==> config.mk <==
export PLATFORM = sky130hd
export DESIGN_NAME = icache_dm
export DESIGN_NICKNAME = d
export VERILOG_FILES = /design/src/rtl/icache_dm.sv
export SDC_FILE = /design/constraint.sdc
export NUM_CORES = 1
export LEC_CHECK = 0
export BUFFER_PORTS_ARGS = -buffer_cell sky130_fd_sc_hd__buf_2
export CAP_MARGIN = 0
export CELL_PAD_IN_SITES_DETAIL_PLACEMENT = 0
export CELL_PAD_IN_SITES_GLOBAL_PLACEMENT = 2
export CORE_MARGIN = 4
export CORE_UTILIZATION = 49
export CTS_CLUSTER_SIZE = 20
export DETAILED_ROUTE_END_ITERATION = 8
export GPL_TIMING_DRIVEN = 0
export HOLD_SLACK_MARGIN = 0.03
export PLACE_DENSITY = 0.9
export SETUP_SLACK_MARGIN = 0.5
export SLEW_MARGIN = 20
export SYNTH_ARGS = -nofsm -noshare
export SYNTH_HDL_FRONTEND = slang
export SYNTH_SLANG_ARGS = --single-unit
==> constraint.sdc <==
create_clock -name clk -period 23.3 [get_ports clk]
set_input_delay 0 -clock clk [delete_from_list [all_inputs] [get_ports clk]]
set_output_delay 0 -clock clk [all_outputs]
set_load 0.02 [all_outputs]
==> src/rtl/icache_dm.sv <==
// Direct-mapped instruction cache with one outstanding line fill.
// A hit answers one cycle after the request. A miss fetches the whole line
// from backing memory, writes it into the cache, then answers from that line.
module icache_dm #(
    parameter int NLINES = 4,
    parameter int WORDS  = 4,
    parameter int ADDR_W = 32
) (
    input  logic                  clk,
    input  logic                  reset,
    input  logic                  req,
    input  logic [ADDR_W-1:0]     addr,
    input  logic                  flush,
    output logic                  ready,
    output logic                  rsp_valid,
    output logic [31:0]           rd,
    output logic                  hit,
    output logic                  mem_req,
    output logic [ADDR_W-1:0]     mem_addr,
    input  logic                  mem_ack,
    input  logic [32*WORDS-1:0]   mem_rdata,
    output logic [15:0]           hit_cnt,
    output logic [15:0]           miss_cnt
);

    localparam int WOFF_W = $clog2(WORDS);
    localparam int OFF_W  = WOFF_W + 2;
    localparam int IDX_W  = $clog2(NLINES);
    localparam int TAG_W  = ADDR_W - OFF_W - IDX_W;

    typedef enum logic [1:0] {
        S_IDLE = 2'd0,
        S_FILL = 2'd1,
        S_RESP = 2'd2
    } state_t;

    state_t                state_q, state_d;

    // Line storage: valid bits are resettable, tags and data are not.
    logic [NLINES-1:0]     valid_q;
    logic [TAG_W-1:0]      tag_q  [NLINES];
    logic [32*WORDS-1:0]   data_q [NLINES];

    // Fields of the outstanding miss, captured when the miss is accepted.
    logic [TAG_W-1:0]      miss_tag_q;
    logic [IDX_W-1:0]      miss_idx_q;
    logic [WOFF_W-1:0]     miss_word_q;
    logic                  flush_pend_q;

    logic                  rsp_valid_q, hit_q, mem_req_q;
    logic [31:0]           rd_q;
    logic [ADDR_W-1:0]     mem_addr_q;
    logic [15:0]           hit_cnt_q, miss_cnt_q;

    // Decoded control for this cycle.
    logic                  ready_s, hit_acc_s, miss_acc_s, fill_s, resp_s, flush_now_s;
    logic [IDX_W-1:0]      req_idx_s;
    logic [TAG_W-1:0]      req_tag_s;
    logic [WOFF_W-1:0]     req_word_s;
    logic                  lookup_hit_s;
    logic                  addr_unused_s;

    // Byte-within-word bits carry no information for a word fetch.
    assign addr_unused_s = &{1'b0, addr[1:0]};

    assign req_idx_s    = addr[OFF_W +: IDX_W];
    assign req_tag_s    = addr[ADDR_W-1 -: TAG_W];
    assign req_word_s   = addr[2 +: WOFF_W];
    assign lookup_hit_s = valid_q[req_idx_s] && (tag_q[req_idx_s] == req_tag_s);

    function automatic logic [31:0] word_sel(input logic [32*WORDS-1:0] line,
                                             input logic [WOFF_W-1:0]   w);
        word_sel = line[{w, 5'b00000} +: 32];
    endfunction

    // FSM state register
    always_ff @(posedge clk) begin
        if (reset) begin
            state_q <= S_IDLE;
        end else begin
            state_q <= state_d;
        end
    end

    // Next-state and per-cycle control decode
    always_comb begin
        state_d     = state_q;
        ready_s     = 1'b0;
        hit_acc_s   = 1'b0;
        miss_acc_s  = 1'b0;
        fill_s      = 1'b0;
        resp_s      = 1'b0;
        flush_now_s = 1'b0;
        case (state_q)
            S_IDLE: begin
                ready_s = ~flush;
                if (flush) begin
                    flush_now_s = 1'b1;
                end else if (req) begin
                    if (lookup_hit_s) begin
                        hit_acc_s = 1'b1;
                    end else begin
                        miss_acc_s = 1'b1;
                        state_d    = S_FILL;
                    end
                end else begin
                    state_d = S_IDLE;
                end
            end
            S_FILL: begin
                if (mem_ack) begin
                    fill_s  = 1'b1;
                    state_d = S_RESP;
                end else begin
                    state_d = S_FILL;
                end
            end
            S_RESP: begin
                resp_s      = 1'b1;
                state_d     = S_IDLE;
                // A flush seen during the fill takes effect as we return to IDLE.
                flush_now_s = flush_pend_q | flush;
            end
            default: begin
                state_d = S_IDLE;
            end
        endcase
    end

    // Line data and tag write on fill completion
    always_ff @(posedge clk) begin
        if (fill_s && !reset) begin
            data_q[miss_idx_q] <= mem_rdata;
            tag_q[miss_idx_q]  <= miss_tag_q;
        end
    end

    // Valid bits, miss bookkeeping, registered outputs and counters
    always_ff @(posedge clk) begin
        if (reset) begin
            valid_q      <= '0;
            flush_pend_q <= 1'b0;
            miss_tag_q   <= '0;
            miss_idx_q   <= '0;
            miss_word_q  <= '0;
            rsp_valid_q  <= 1'b0;
            hit_q        <= 1'b0;
            rd_q         <= 32'd0;
            mem_req_q    <= 1'b0;
            mem_addr_q   <= '0;
            hit_cnt_q    <= 16'd0;
            miss_cnt_q   <= 16'd0;
        end else begin
            rsp_valid_q <= 1'b0;

            if (flush_now_s) begin
                valid_q <= '0;
            end else if (fill_s) begin
                valid_q[miss_idx_q] <= 1'b1;
            end

            if (flush_now_s) begin
                flush_pend_q <= 1'b0;
            end else if ((state_q == S_FILL) && flush) begin
                flush_pend_q <= 1'b1;
            end

            if (hit_acc_s) begin
                rsp_valid_q <= 1'b1;
                hit_q       <= 1'b1;
                rd_q        <= word_sel(data_q[req_idx_s], req_word_s);
                if (hit_cnt_q != 16'hFFFF) begin
                    hit_cnt_q <= hit_cnt_q + 16'd1;
                end
            end

            if (miss_acc_s) begin
                miss_tag_q  <= req_tag_s;
                miss_idx_q  <= req_idx_s;
                miss_word_q <= req_word_s;
                mem_req_q   <= 1'b1;
                mem_addr_q  <= {addr[ADDR_W-1:OFF_W], {OFF_W{1'b0}}};
                if (miss_cnt_q != 16'hFFFF) begin
                    miss_cnt_q <= miss_cnt_q + 16'd1;
                end
            end

            if (fill_s) begin
                mem_req_q <= 1'b0;
            end

            if (resp_s) begin
                rsp_valid_q <= 1'b1;
                hit_q       <= 1'b0;
                rd_q        <= word_sel(data_q[miss_idx_q], miss_word_q);
            end
        end
    end

    assign ready     = ready_s;
    assign rsp_valid = rsp_valid_q;
    assign hit       = hit_q;
    assign rd        = rd_q;
    assign mem_req   = mem_req_q;
    assign mem_addr  = mem_addr_q;
    assign hit_cnt   = hit_cnt_q;
    assign miss_cnt  = miss_cnt_q;

endmodule

==> results of run 1 <==
-- path summary, 6_finish.rpt --
path,start,end,cells after the start
worst min register to register,rd[0],rd[0],1
worst min-delay path,mem_rdata[114],data_q[1][114],2
worst max-delay path,state_q[1],data_q[1][84],12
worst max register to register,state_q[1],data_q[1][84],12
-- logic make-up after synthesis --
group	synth area share
adder cells (fa/ha/maj)	0.000771
buffers and inverters	0.0237
multiplexers	0.250
AO/OA/AOI/OAI	0.0333
other	0.000116
XOR/XNOR	0.00567
AND/OR/NAND/NOR	0.0511
flip-flops	0.635
-- state kept, by name (all words and copies together) (netlist names), named ones only --
register / cells
miss_idx_q: 1
miss_cnt: 16
valid_q: 4
flush_pend_q: 1
tag_q: 104
rsp_valid: 1
mem_addr: 1
rd: 32
miss_tag_q: 26
mem_req: 1
state_q: 2
hit: 1
miss_word_q: 2
hit_cnt: 16
data_q: 512
-- worst max-delay path, cell delays in order, from the launching register on --
cell and delay, ns:
dfxtp_1 0.30, clkbuf_1 0.18, and3b_1 0.25, clkbuf_1 0.26, nand2_1 0.23, nor3_2 0.51
buf_4 0.31, buf_6 0.17, buf_4 0.19, buf_4 0.22, buf_4 0.20, buf_4 0.20
buf_4 0.18
-- stage by stage --
stage | utilization | instances | power (mW)
CTS | 0.605 | 3224 | 2.90
detailed placement | 0.542 | 2929 | 1.64
floorplan | - | 1721 | 1.56
global route | 0.605 | 3226 | 2.98
finish | 0.606 | 3234 | 2.89
global placement | 0.530 | 2836 | 1.64
-- metal layers --
layer	vias up	GRT usage
met5	-	0
met3	199	0.0610
met4	10	0.0795
met2	1140	0.456
met1	10587	0.334
li1	8459	-
-- repair_timing --
item / CTS / global route
hold endpoints to repair: 549 / 0
resized for setup: 0 / 0
hold buffers: 159 / 0
-- power breakdown --
| group | internal, mW | switching (mW) |
|---|---|---|
| clock network | 0.756 | 0.494 |
| registers | 1.41 | 0.00699 |
| logic | 0.108 | 0.114 |
| total | 2.27 | 0.616 |
-- placed cells by master, fill, tap and decap left out, types with 18 or more instances in the layout --
cell / netlist / layout
mux2_2: 22 / 22
nor4b_1: 32 / 32
clkbuf_16: 0 / 80
clkbuf_1: 71 / 83
buf_6: 8 / 29
buf_2: 25 / 283
a211o_1: 32 / 32
mux2i_1: 22 / 22
nand2_1: 23 / 23
dlygate4sd3_1: 2 / 161
mux4_2: 327 / 327
edfxtp_1: 616 / 616
dfxtp_1: 106 / 106
and2_1: 34 / 34
nand3_1: 45 / 45
nor2_1: 37 / 37
a21oi_1: 47 / 47
o21ai_0: 36 / 36
nor2b_1: 18 / 18
buf_4: 8 / 81
-- final cells by class --
class	count	area, um^2
Tap cell	864	1080
Multi-Input combinational cell	845	11100
Antenna cell	9	22.5
Clock inverter	33	417
Timing Repair Buffer	504	3630
Sequential cell	722	20600
Inverter	17	63.8
Clock buffer	103	2150
Fill cell	4761	25900
Buffer	137	723
==> flow_summary_export.csv, run 1 <==
group,metric,value,unit
run_status,status,"finished, final reports clean",
synth,synth_warnings,0,
synth,synth_cells,1718,
route,dr.first_iter.drc_count,2175,
place,post-place-ws,19.63,ns
sta,slew_headroom,0.238,
sta,final.setup.worst_slack,19.78,ns
place,place_congestion,0.835,
floorplan,boundaryPins,265,
global_routing,antenna_found_initial,12,
setup_path,crit_fanout,9,
synth,yosysMostFrequentCell,"edfxtp_1",
synth,syn_area,0.0325,mm^2
final_layout,final_layout_size_suffix_gt1_frac,0.375,
min_path,hold_path_class,"in -> reg",
synth,yosysUniqueCellTypes,75,
clock_tree,cts-root-buf,"clkbuf_16",
floorplan,dieArea,0.0704,mm^2
sta,setup_tns,0,ns
power_and_ir_drop,power_leakage,13.9,nW
synth,synth_area_leaders,"edfxtp_1 57%, mux4_2 23%, dfxtp_1 6.5%, mux4_1 0.89%, a211o_1 0.86%",
power_and_ir_drop,power_density,72.5,mW/mm^2
synth,synth_ff_type,"edfxtp_1",
job,maxCapViolations,0,
floorplan,core,0.0657,mm^2
route,highest_layer,"met5",
setup_path,crit_arrival,3.84,ns
clock_tree,worstSkewPairLatency,0.62,ns
synth,synthTopCellsByCount,"616 x edfxtp_1, 327 x mux4_2, 106 x dfxtp_1",
final_layout,fin_area,0.0398,mm^2
route,dr_wl_met3,8970,um
route,num_vias,20395,
global_routing,grt-ovfl-total,0,
synth,yosysTopAreaCellShare,0.570,
clock_tree,cts_buffers,77,
final_layout,area_delta_synth_final,22.7,%
synth,ys_seq_area_frac,0.635,
global_routing,grt_pass1_vias,20841,
power_and_ir_drop,ir_drop,0.0000669,V
route,ant_nets,0,
setup_path,rrSetupSlack,19.78,ns
route,routed_wl,92900,um
clock_tree,cts_setup_buffers,0,
floorplan,initial_core_util,0.494,
route,drcViolationCount,0,
sta,tightestPinTransition,1.14,ns
sta,finalHoldViolations,0,
clock_tree,clk_pin_slew,0.06,ns
synth,synth_top_area_cell,"edfxtp_1",
sta,period_needed,3.52,ns
final_layout,fin_nets,2471,
global_routing,track_usage,0.263,
global_routing,grt_pass1_wl,136000,um
floorplan,fp.dieH,265,um
clock_tree,cts_sinks,722,
setup_path,start_kind,"flop",
global_routing,grt_max_degree,15,
route,wl_per_cell,28.7,um
synth,synth-async-reset-ratio,0,
route,firstDrtPassIters,5,
route,route.met2.wl,47800,um
route,wl_met1,33300,um
synth,syn_area_per_cell,18.9,um^2
place,hpwlAfterDp,64300,um
synth,synth_edf_count,616,
sta,fin_skew,0.0237,ns
clock_tree,cts_tree,"built",
sta,fmaxAchievable,0.284,GHz
floorplan,die_x,265,um
synth,ys_ff_latch,722,
route,viasPerCell,6.31,
sta,fin_crit_sh,0.151,
floorplan,std_cell_rows,94,
setup_path,cp-end-kind,"flop",
clock_tree,cts_htree_levels,3,
place,dpl_cell_area,0.0356,mm^2
sta,holdWs,0.137,ns
sta,setup_viol,0,
sta,rsz0062_at_grt,"false",
clock_tree,cts_buffer_depth,3,
setup_path,path_class,"reg -> reg",
place,portBuffers,251,
setup_path,required,23.62,ns
sta,maxSlewViolCount,0,
No activity file was read; power rests on OpenSTA's default activity.
==> run 2: changes to the inputs <==
--- a/config.mk
+++ b/config.mk
@@ -10,12 +10,12 @@
 export CELL_PAD_IN_SITES_DETAIL_PLACEMENT = 0
 export CELL_PAD_IN_SITES_GLOBAL_PLACEMENT = 2
 export CORE_MARGIN = 4
-export CORE_UTILIZATION = 49
+export CORE_UTILIZATION = 41
 export CTS_CLUSTER_SIZE = 20
 export DETAILED_ROUTE_END_ITERATION = 8
 export GPL_TIMING_DRIVEN = 0
 export HOLD_SLACK_MARGIN = 0.03
-export PLACE_DENSITY = 0.9
+export PLACE_DENSITY = 0.81
 export SETUP_SLACK_MARGIN = 0.5
 export SLEW_MARGIN = 20
 export SYNTH_ARGS = -nofsm -noshare
==> constraint.sdc (replaced) <==
create_clock -name clk -period 3.11 [get_ports clk]
set_input_delay 0 -clock clk [delete_from_list [all_inputs] [get_ports clk]]
set_output_delay 0 -clock clk [all_outputs]
set_load 0.02 [all_outputs]
==> run 2 against run 1 <==
Compared with the run above: design area is 5.6% higher; critical path depth is 3 lower; die area is 19% higher; core utilization is 6.7 points lower; via count is 0.57% lower; clock power grew to 7.7 times the previous value; worst setup slack worse by 19 ns; first-iteration DRC count is 17% lower; sequential share of layout area is 2.7 points lower.
==> flow_summary_export.csv, run 2 (synthesis gave the netlist of run 1 again) <==
group,metric,value,unit
run_status,status,"finished, final reports clean",
final_layout,final_common_cell,"edfxtp_1",
floorplan,core,0.0780,mm^2
clock_tree,worstSkewPairLatency,0.64,ns
sta,holdWs,0.118,ns
power_and_ir_drop,pwr-share-clk,0.436,
route,num_vias,20278,
power_and_ir_drop,seqPwrFrac,0.482,
power_and_ir_drop,power_density,524,mW/mm^2
clock_tree,cts_buffers,80,
power_and_ir_drop,p_sw_frac,0.222,
sta,slew_headroom,0.253,
route,routed_wl,98600,um
sta,fin_skew,0.0485,ns
route,firstDrtPassIters,5,
final_layout,fin_nets,2479,
route,dr.first_iter.drc_count,1798,
floorplan,die_x,289,um
floorplan,initial_core_util,0.416,
global_routing,antenna_found_initial,14,
global_routing,grt_pass1_vias,21210,
min_path,hold_path_class,"in -> reg",
global_routing,grt-ovfl-total,0,
final_layout,final_layout_size_suffix_gt1_frac,0.448,
route,viasPerCell,5.92,
power_and_ir_drop,p_switching,4.89,mW
floorplan,fp.dieH,289,um
clock_tree,cts_tree,"built",
final_layout,nFillCells,6081,
sta,rsz0062_at_grt,"true",
setup_path,path_buf_inv,2,
job,maxCapViolations,0,
sta,maxSlewViolCount,0,
power_and_ir_drop,p_int,17.1,mW
final_layout,most-common-layout-cells,"616 x edfxtp_1, 334 x mux4_2, 268 x buf_2",
setup_path,cp-end-kind,"flop",
sta,period_needed,2.79,ns
floorplan,std_cell_rows,102,
floorplan,boundaryPins,265,
power_and_ir_drop,power,22.0,mW
place,dp_cells,3073,
sta,finalHoldViolations,0,
power_and_ir_drop,ir_drop,0.000466,V
place,place_congestion,0.843,
floorplan,dieArea,0.0837,mm^2
setup_path,cpMaxStageDelayCell,"mux4_2",
global_routing,grt_max_degree,14,
place,hpwlAfterDp,66800,um
sta,fmaxAchievable,0.358,GHz
setup_path,critPathMaxStageDelay,0.54,ns
sta,setup_viol,0,
setup_path,start_kind,"flop",
clock_tree,cts-root-buf,"clkbuf_16",
place,portBuffers,251,
global_routing,grt_pass1_wl,141000,um
final_layout,largest_reg_flops,512,
global_routing,track_usage,0.234,
clock_tree,cts_buffer_depth,3,
setup_path,crit_family,"multiplexers",
setup_path,crit_fanout,7,
power_and_ir_drop,p_comb_frac,0.082,
setup_path,crit_arrival,3.28,ns
sta,fin_crit_sh,0.898,
power_and_ir_drop,power_leakage,14.7,nW
setup_path,path_class,"reg -> reg",
setup_path,cp_cell_sequence,"mux4_2 -> xnor2_4 -> and4_1 -> and4_4 -> nand4_4 -> buf_6 -> buf_4 -> nor4_4 -> mux2_4",
final_layout,fin_cells,3427,
clock_tree,cts_sinks,722,
setup_path,required,3.60,ns
route,ant_nets,0,
final_layout,top_register,"data_q",
clock_tree,cts_htree_levels,3,
final_layout,area_delta_synth_final,29.5,%
route,wl_per_cell,28.8,um
clock_tree,clk_pin_slew,0.06,ns
sta,tightestPinTransition,1.12,ns
route,drcViolationCount,0,
[run 2: cell count changes in the layout (fill, tap and decap cells not counted), moves of 13 or more]
cell,delta
nand3_2,+23
nor4b_2,+13
clkbuf_1,-25
buf_2,-15
buf_4,-51
clkbuf_2,+17
a21oi_2,+35
a21oi_1,-36
nand3_1,-32
nor4b_1,-14
buf_8,+54
[run 2: area by class of cell]
cell class / instances / area (um^2) / share of cell area
Antenna cell: 8 / 20.0 / 0.000476
Buffer: 137 / 997 / 0.0237
Clock buffer: 118 / 2360 / 0.0561
Clock inverter: 31 / 335 / 0.00798
Inverter: 17 / 63.8 / 0.00152
Multi-Input combinational cell: 845 / 12000 / 0.286
Sequential cell: 722 / 20600 / 0.491
Tap cell: 1040 / 1300 / 0.0310
Timing Repair Buffer: 509 / 4330 / 0.103
[run 2: power groups by stage]
stage	combinational (mW)	sequential [mW]	clock, mW
floorplan	0.878	10.8	0
global placement	1.47	10.8	0
detailed placement	1.52	10.8	0
CTS	1.78	10.6	9.76
global route	1.91	10.6	10.1
finish	1.81	10.6	9.61
[run 2: stage by stage]
step                      worst slack (ns)  area (um^2)  TNS [ns]   util
after floorplan                      -1.92        32600  -1157.92      -
final                                0.318        42000         0  0.539
after CTS                            0.248        41500         0  0.533
after global routing                 0.245        42000         0  0.539
after global placement               -5.64        35100  -3420.16  0.451
after detailed placement            -0.630        36100    -25.31  0.463
[run 2: final timing paths]
path,startpoint,endpoint,slack [ns],cells after the start
worst max-delay path,tag_q[3][12],hit_cnt[7],0.32,9
worst min register to register,flush_pend_q,flush_pend_q,0.47,2
worst min-delay path,mem_rdata[111],data_q[2][111],0.12,2
worst max register to register,tag_q[3][12],hit_cnt[7],0.32,9
[run 2: repair_timing]
item | 4_1_cts | 5_1_grt
setup buffers | 25 | 4
endpoints found under the setup margin | 208 | 182
hold buffers | 159 | 0
cloned | 9 | 0
pin swaps | 92 | 43
endpoints found under the hold margin | 550 | 0
gates resized for setup | 187 | 111
[run 2: layer usage]
metal / wire length [um] / share of wire / track usage / up-vias
met5: 102 / 0.0010 / 0 / -
met4: 2910 / 0.030 / 0.0752 / 14
met3: 7960 / 0.081 / 0.0501 / 203
met2: 50600 / 0.51 / 0.404 / 909
met1: 37000 / 0.38 / 0.296 / 10658
li1: - / - / - / 8494
